`src/rtl/sm_to_twos_serial_pkg.sv`:
```
// rtl/sm_to_twos_serial_pkg.sv - shared FSM encoding and counter sizing for the serial sign-magnitude converter
package sm_to_twos_serial_pkg;

  typedef enum logic [1:0] {
    IDLE  = 2'd0,
    SHIFT = 2'd1,
    DONE  = 2'd2
  } smtc_state_t;

  // Bit counter must hold 0..n, so it is sized for n+1 values.
  function automatic int cnt_width(input int n);
    return $clog2(n + 1);
  endfunction

endpackage

```
`src/rtl/halfADDER.sv`:
```
// rtl/halfADDER.sv - one-bit half adder
module halfADDER (
  input  logic a,
  input  logic b,
  output logic sum,
  output logic carry
);

  assign sum   = a ^ b;
  assign carry = a & b;

endmodule

```
`src/rtl/sm_to_twos_serial.sv`:
```
// rtl/sm_to_twos_serial.sv - bit-serial sign-magnitude to two's-complement converter; SMTC_NEGZERO_FLAG_EN adds neg_zero
module sm_to_twos_serial
  import sm_to_twos_serial_pkg::*;
#(
  parameter int N = 8
) (
  input  logic         clk,
  input  logic         rst,
  input  logic         in_valid,
  output logic         in_ready,
  input  logic [N-1:0] in_data,
  output logic         out_valid,
  input  logic         out_ready,
  output logic [N-1:0] out_data
`ifdef SMTC_NEGZERO_FLAG_EN
  ,
  output logic         neg_zero
`endif
);

  localparam int CW = cnt_width(N);

  smtc_state_t   state;
  logic [N-1:0]  mag_sh;
  logic          sign;
  logic          carry;
  logic [CW-1:0] cnt;
  logic          bit_x;
  logic          ha_sum;
  logic          ha_carry;

  // Conditional invert of the current magnitude bit, then ripple the +1 serially.
  assign bit_x = mag_sh[0] ^ sign;

  halfADDER u_ha (
    .a     (bit_x),
    .b     (carry),
    .sum   (ha_sum),
    .carry (ha_carry)
  );

  assign in_ready = (state == IDLE);

  always_ff @(posedge clk or posedge rst) begin
    if (rst) begin
      state     <= IDLE;
      mag_sh    <= '0;
      sign      <= 1'b0;
      carry     <= 1'b0;
      cnt       <= '0;
      out_data  <= '0;
      out_valid <= 1'b0;
    end else begin
      case (state)
        IDLE: begin
          if (in_valid) begin
            // Sign bit is replaced by 0 so the final step yields s XOR carry.
            mag_sh <= {1'b0, in_data[N-2:0]};
            sign   <= in_data[N-1];
            carry  <= in_data[N-1];
            cnt    <= '0;
            state  <= SHIFT;
          end
        end
        SHIFT: begin
          out_data <= {ha_sum, out_data[N-1:1]};
          mag_sh   <= mag_sh >> 1;
          carry    <= ha_carry;
          cnt      <= cnt + 1'b1;
          if (cnt == CW'(N - 1)) begin
            state     <= DONE;
            out_valid <= 1'b1;
          end
        end
        DONE: begin
          if (out_ready) begin
            out_valid <= 1'b0;
            state     <= IDLE;
          end
        end
        default: state <= IDLE;
      endcase
    end
  end

`ifdef SMTC_NEGZERO_FLAG_EN
  always_ff @(posedge clk or posedge rst) begin
    if (rst) begin
      neg_zero <= 1'b0;
    end else if (state == IDLE && in_valid) begin
      neg_zero <= in_data[N-1] && (in_data[N-2:0] == '0);
    end
  end
`endif

endmodule

```
`config.mk`:
```
export PLATFORM = sky130hd
export DESIGN_NAME = sm_to_twos_serial
export DESIGN_NICKNAME = d
export VERILOG_FILES = /design/src/rtl/sm_to_twos_serial_pkg.sv /design/src/rtl/halfADDER.sv /design/src/rtl/sm_to_twos_serial.sv
export SDC_FILE = /design/constraint.sdc
export NUM_CORES = 1
export LEC_CHECK = 0
export ABC_AREA = 1
export CAP_MARGIN = 20
export CORE_ASPECT_RATIO = 0.8
export CORE_MARGIN = 10
export CORE_UTILIZATION = 50
export CTS_CLUSTER_DIAMETER = 100
export CTS_CLUSTER_SIZE = 10
export DETAILED_ROUTE_END_ITERATION = 12
export GPL_TIMING_DRIVEN = 1
export PLACE_DENSITY = 0.77
export SLEW_MARGIN = 20
export SYNTH_ARGS = -nofsm -noshare
export SYNTH_HDL_FRONTEND = slang
export SYNTH_SLANG_ARGS = --single-unit
export TNS_END_PERCENT = 30
```
`constraint.sdc`:
```
create_clock -name clk -period 1.2 [get_ports clk]
set_input_delay 0.24 -clock clk [delete_from_list [all_inputs] [get_ports clk]]
set_output_delay 0.24 -clock clk [all_outputs]
set_load 0.01 [all_outputs]
```
==> results.json, run 1 <==
{
  "gr-total-overflow": 0,
  "antenna_found_initial": 0,
  "grt_pass1_wl_um": 4100,
  "die_h_um": 63.3,
  "setup_ws_ps": -23.1,
  "hpwlAfterDp_um": 1710,
  "power_leakage_nw": 0.801,
  "drc": 0,
  "num_rows": 15,
  "slowest_stage": "dfrtp_1",
  "cts_hold_buf": 0,
  "setup_viol": 1,
  "critPathKind": "reg2out",
  "synth_nets": 143,
  "status": "finished with violations",
  "clk_pin_slew_worst_paths_ps": 130,
  "diodes": 0,
  "power_density_nw_per_um2": 2680,
  "synth_area_um2": 1170,
  "cp.required_ps": 960,
  "r2r-end": "carry$_DFFE_PP0P_",
  "cp-start-kind": "flip-flop",
  "slew_viol_final": 0,
  "totalPowerFinal_mw": 4.15,
  "drive_above_1_share_pct": 31.0,
  "rsz0062_at_grt": "true",
  "ys.warnings.count": 0,
  "cts.path.max_buffers": 2,
  "period_share_pct": 102,
  "fin_cells": 193,
  "n_fill_cell": 177,
  "htree_levels": 1,
  "die_width_um": 74.2,
  "dp.cells": 183,
  "io_buffers": 21,
  "avgSynthCellArea_um2": 9.10,
  "drt_iter0_drc": 65,
  "violations": "setup timing",
  "dieArea_um2": 4700,
  "crit_arrival_ps": 980,
  "tightest_slew_ps": 175,
  "grt_pass1_vias": 940,
  "root_buffer": "clkbuf_4",
  "maxSlewHeadroom_pct": 88.3,
  "nNetsFinal": 183,
  "postSynthCellCount": 129,
  "vias": 999,
  "endpoint_kind": "output pin",
  "routed_wirelength_um": 2500,
  "wire_per_inst_um": 13.0,
  "cpPeakStageDelay_ps": 430,
  "crit_chain": "nor2_4, buf_6",
  "critPathMaxFanout": 2,
  "irDropWorstVdd_uv": 2220,
  "hold_viol": 0,
  "grt_max_degree": 25,
  "start_util_pct": 53.4,
  "cts_made_buffers": 3,
  "clock.fmax_mhz": 818,
  "ff2ff_path_depth": 6,
  "fin_util_pct": 70.5,
  "ys_seq_area_share_pct": 51.2,
  "tritoncts": "built",
  "ios": 22,
  "gr-usage-all-layers_pct": 10.6,
  "period_needed_ps": 1220,
  "gp_congestion": 0.808,
  "insertion_delay_ps": 320,
  "rrSetupSlack_ps": 10,
  "cap_violations": 0,
  "finClkSkew_ps": 6.52,
  "drt-pass1-iter-count": 4,
  "hp-class": "in2async",
  "synth_cell_types": 22,
  "avgViaCountPerCell": 5.18,
  "core_region_area_um2": 2200,
  "synth_seq_cells": 24,
  "clock_sinks": 24,
  "ant_nets": 0,
  "r2r-start": "state[1]$_DFFE_PP0P_",
  "syn_to_final_growth_pct": 32.0
}
-- worst max-delay path: cells and delay by family (launching register included) --
family / cells / cell delay [ps]
buffers and inverters: 1 / 110
DFF: 1 / 430
and+or+nand+nor: 1 / 120
-- power breakdown --
group	internal (mW)	switching (mW)
Sequential	1.16	0.200
Clock	0.186	0.245
Combinational	1.02	1.34
-- synth_stat cells --
master,number,area [um^2]
a21oi_2,1,8.76
buf_4,1,7.51
buf_6,2,22.5
buf_8,1,15.0
dfrtp_1,24,601
ha_1,2,25.0
inv_1,9,33.8
inv_2,2,7.51
nand2_1,48,180
nand2_2,2,12.5
nand2_4,3,33.8
nand3_1,9,45.0
nand3_2,1,10.0
nand3b_1,1,7.51
nand4_1,2,12.5
nor2_2,2,12.5
nor2_4,1,11.3
o21ai_0,5,25.0
o21ai_1,3,15.0
o21ai_2,8,70.1
xnor2_1,1,8.76
xor2_1,1,8.76
-- through the flow --
step / setup TNS [ps] / area [um^2] / hold WS (ps) / setup WS, ps
2_1_floorplan: 0 / 1170 / 255 / 71.0
5_1_grt: -162 / 1550 / 254 / -77.1
3_3_place_gp: -534 / 1470 / 459 / -82.0
4_1_cts: -47.3 / 1550 / 230 / -36.2
3_5_place_dp: -746 / 1470 / 464 / -81.6
6_report: -23.1 / 1550 / 227 / -23.1
-- flip-flops by register name, indices dropped and copies added (netlist names) --
signal     count
out_data       8
mag_sh         7
cnt            4
state          2
carry          1
out_valid      1
sign           1
-- placed cells by master (no fill, tap or decap) --
cell type        count
a21oi_2              1
buf_12               1
buf_2                6
buf_4               14
buf_6                3
clkbuf_2             3
clkbuf_4             3
clkbuf_8             1
clkdlybuf4s50_1     11
dfrtp_1             24
ha_1                 2
inv_1                9
inv_2                1
inv_6                1
nand2_1             48
nand2_2              2
nand2_4              2
nand2_8              2
nand3_1              9
nand3_2              1
nand3b_1             1
nand4_1              2
nor2_2               1
nor2_4               2
o21ai_0              4
o21ai_1              4
o21ai_2              8
xnor2_1              1
xor2_1               1
-- worst max-delay path by stage --
| stage | start | to | slack (ps) | cells after the start |
|---|---|---|---|---|
| after floorplan | state[0]$_DFFE_PP0P_ | cnt[0]$_DFFE_PP0P_ | 70 | 5 |
| after global placement | state[0]$_DFFE_PP0P_ | in_ready | -80 | 2 |
| after detailed placement | state[0]$_DFFE_PP0P_ | in_ready | -80 | 2 |
| after CTS | state[0]$_DFFE_PP0P_ | in_ready | -40 | 2 |
| after global routing | state[0]$_DFFE_PP0P_ | in_ready | -80 | 2 |
| final | state[0]$_DFFE_PP0P_ | in_ready | -20 | 2 |
-- cells by family after synthesis --
kind of cell	synth area share, %
compound gates	10.1
xor+xnor	1.49
fa+ha+maj	2.13
buf+inv	7.36
flops	51.2
simple gates	27.7
-- routing by layer --
metal	up-vias	share of wire [%]	GRT usage, %
met3	2	3.8	3.29
met2	26	50	17.9
li1	494	-	-
met5	-	0	0
met1	477	45	12.7
met4	0	0.48	2.09
-- final cells by class --
cell class              count  area [um^2]  share of cell area [%]
clock buffers               4         36.3                    2.34
flip-flops and latches     24          601                    38.8
inverters                  11         46.3                    2.99
well taps                  25         31.3                    2.02
repair buffers             38          314                    20.3
multi-input cells          91          520                    33.6
-- timing repair --
action	in CTS	in global routing
pin swaps	0	0
gates cloned	0	1
setup buffers	5	0
resized for setup	37	9
endpoints found under the setup margin	28	26
Note: power is estimated with default switching activity, not from simulation.
==> run 2, diff against run 1 <==
--- a/config.mk
+++ b/config.mk
@@ -15,5 +15,5 @@
 export DETAILED_ROUTE_END_ITERATION = 12
 export GPL_TIMING_DRIVEN = 1
-export PLACE_DENSITY = 0.77
+export PLACE_DENSITY = 0.83
 export SLEW_MARGIN = 20
 export SYNTH_ARGS = -nofsm -noshare
==> constraint.sdc (replaced) <==
create_clock -name clk -period 1.2 [get_ports clk]
set_input_delay 0.18 -clock clk [delete_from_list [all_inputs] [get_ports clk]]
set_output_delay 0.18 -clock clk [all_outputs]
set_load 0.01 [all_outputs]
==> results.json, run 2 (synthesis gave the netlist of run 1 again) <==
{
  "wire_per_inst_um": 14.6,
  "dp.cells": 183,
  "diodes": 0,
  "totalPowerFinal_mw": 4.50,
  "clock_sinks": 24,
  "ios": 22,
  "die_width_um": 74.2,
  "status": "finished with violations",
  "insertion_delay_ps": 320,
  "gp_congestion": 0.770,
  "cpLargestDelayFamily": "flip-flops",
  "fin_area_um2": 1590,
  "finClkSkew_ps": 2.46,
  "final_cell_mix": "nand2_1, dfrtp_1, buf_4",
  "largest_reg_flops": 8,
  "drt_iter0_drc": 113,
  "hpwlAfterDp_um": 1990,
  "maxSlewHeadroom_pct": 78.8,
  "core_region_area_um2": 2200,
  "hold_viol": 0,
  "drt-pass1-iter-count": 4,
  "avgViaCountPerCell": 5.09,
  "routed_wirelength_um": 2810,
  "setup_ws_ps": -38.0,
  "fin_cells": 193,
  "drc": 0,
  "cts_made_buffers": 3,
  "vias": 982,
  "tightest_slew_ps": 318,
  "num_rows": 15,
  "dieArea_um2": 4700,
  "cp.required_ps": 1020,
  "path_buf_inv": 2,
  "slowest_stage": "dfrtp_1",
  "hp-class": "in2async",
  "grt_max_degree": 25,
  "root_buffer": "clkbuf_4",
  "rsz0062_at_grt": "true",
  "antenna_found_initial": 0,
  "ant_nets": 0,
  "slew_viol_final": 0,
  "irDropWorstVdd_uv": 2070,
  "drive_above_1_share_pct": 30.4,
  "start_util_pct": 53.4,
  "io_buffers": 21,
  "cp-start-kind": "flip-flop",
  "gr-usage-all-layers_pct": 11.8,
  "violations": "setup timing",
  "reg_top3": "out_data: 8 flops, mag_sh: 7 flops, cnt: 4 flops",
  "htree_levels": 1,
  "crit_chain": "buf_4, nor2_4, buf_6",
  "endpoint_kind": "output pin",
  "critPathKind": "reg2out",
  "multiInputGateArea_um2": 512,
  "period_needed_ps": 1240,
  "holdWs_ps": 175,
  "n_fill_cell": 166,
  "nNetsFinal": 183,
  "startpoint": "state[1]$_DFFE_PP0P_",
  "period_share_pct": 103,
  "syn_to_final_growth_pct": 35.4,
  "place_area_um2": 1470,
  "cts.path.max_buffers": 2,
  "final_common_cell": "nand2_1",
  "cpPeakStageDelay_ps": 400,
  "tritoncts": "built",
  "grt_pass1_vias": 1003,
  "critPathMaxFanout": 2,
  "crit_arrival_ps": 1060,
  "power_density_nw_per_um2": 2830,
  "cap_violations": 0,
  "tns_ps": -88.9,
  "grt_pass1_wl_um": 4440,
  "power_leakage_nw": 0.810,
  "regArea_um2": 601,
  "r2r-start": "state[1]$_DFFE_PP0P_",
  "clk_pin_slew_worst_paths_ps": 130,
  "setup_viol": 5,
  "gr-total-overflow": 0,
  "die_h_um": 63.3,
  "top_register": "out_data",
  "clock.fmax_mhz": 808
}
run 2: what timing repair did:
item	CTS	global route
endpoints found under the setup margin	13	27
pin swaps	0	3
resized for setup	23	18
buffers inserted	3	3
hold buffers	0	0
run 2: worst reg2reg max path: stages, from the launching register on:
cell	delay (ps)
dfrtp_1	400
buf_4	140
nor2_4	90
buf_4	140
nand2_4	80
buf_4	160
nand3_1	80
nand2_1	70
run 2: power by group:
group	internal [mW]	leakage (nW)	switching, mW
logic	1.16	0.477	1.38
clock network	0.338	0.0279	0.256
registers	1.16	0.305	0.208
total	2.65	0.810	1.85
run 2: routing by layer:
| metal | vias to the layer above | wire length, um | part of all wire [%] | global-route usage, % |
|---|---|---|---|---|
| met2 | 20 | 1590 | 56 | 21.1 |
| met1 | 470 | 1090 | 39 | 12.9 |
| li1 | 488 | - | - | - |
| met3 | 4 | 99 | 3.5 | 4.07 |
| met5 | - | 0 | 0 | 0 |
| met4 | 0 | 31 | 1.1 | 2.56 |
run 2: final timing paths:
check,end,slack (ps),depth (start not counted)
max in group asynchronous,cnt[2]$_DFFE_PP0P_,780,3
worst min register to register,out_valid$_DFFE_PP0P_,490,2
worst max-delay path,in_ready,-40,3
worst min-delay path,mag_sh[1]$_DFFE_PP0P_,170,3
min in group clk,mag_sh[6]$_DFFE_PP0P_,470,3
worst max register to register,mag_sh[0]$_DFFE_PP0P_,-30,7
run 2: stage by stage:
stage,util [%],setup WS (ps)
finish,72.4,-38.0
global route,72.4,-89.5
CTS,70.4,-74.6
detailed placement,67.1,-48.2
global placement,67.1,-28.1
floorplan,-,71.0
run 2: final cells by class:
class | instances | area share [%]
clock buffers | 3 | 1.42
repair buffers | 39 | 22.1
flip-flops and latches | 24 | 37.8
clock inverters | 1 | 1.89
well taps | 25 | 1.97
inverters | 11 | 2.60
multi-input cells | 90 | 32.2
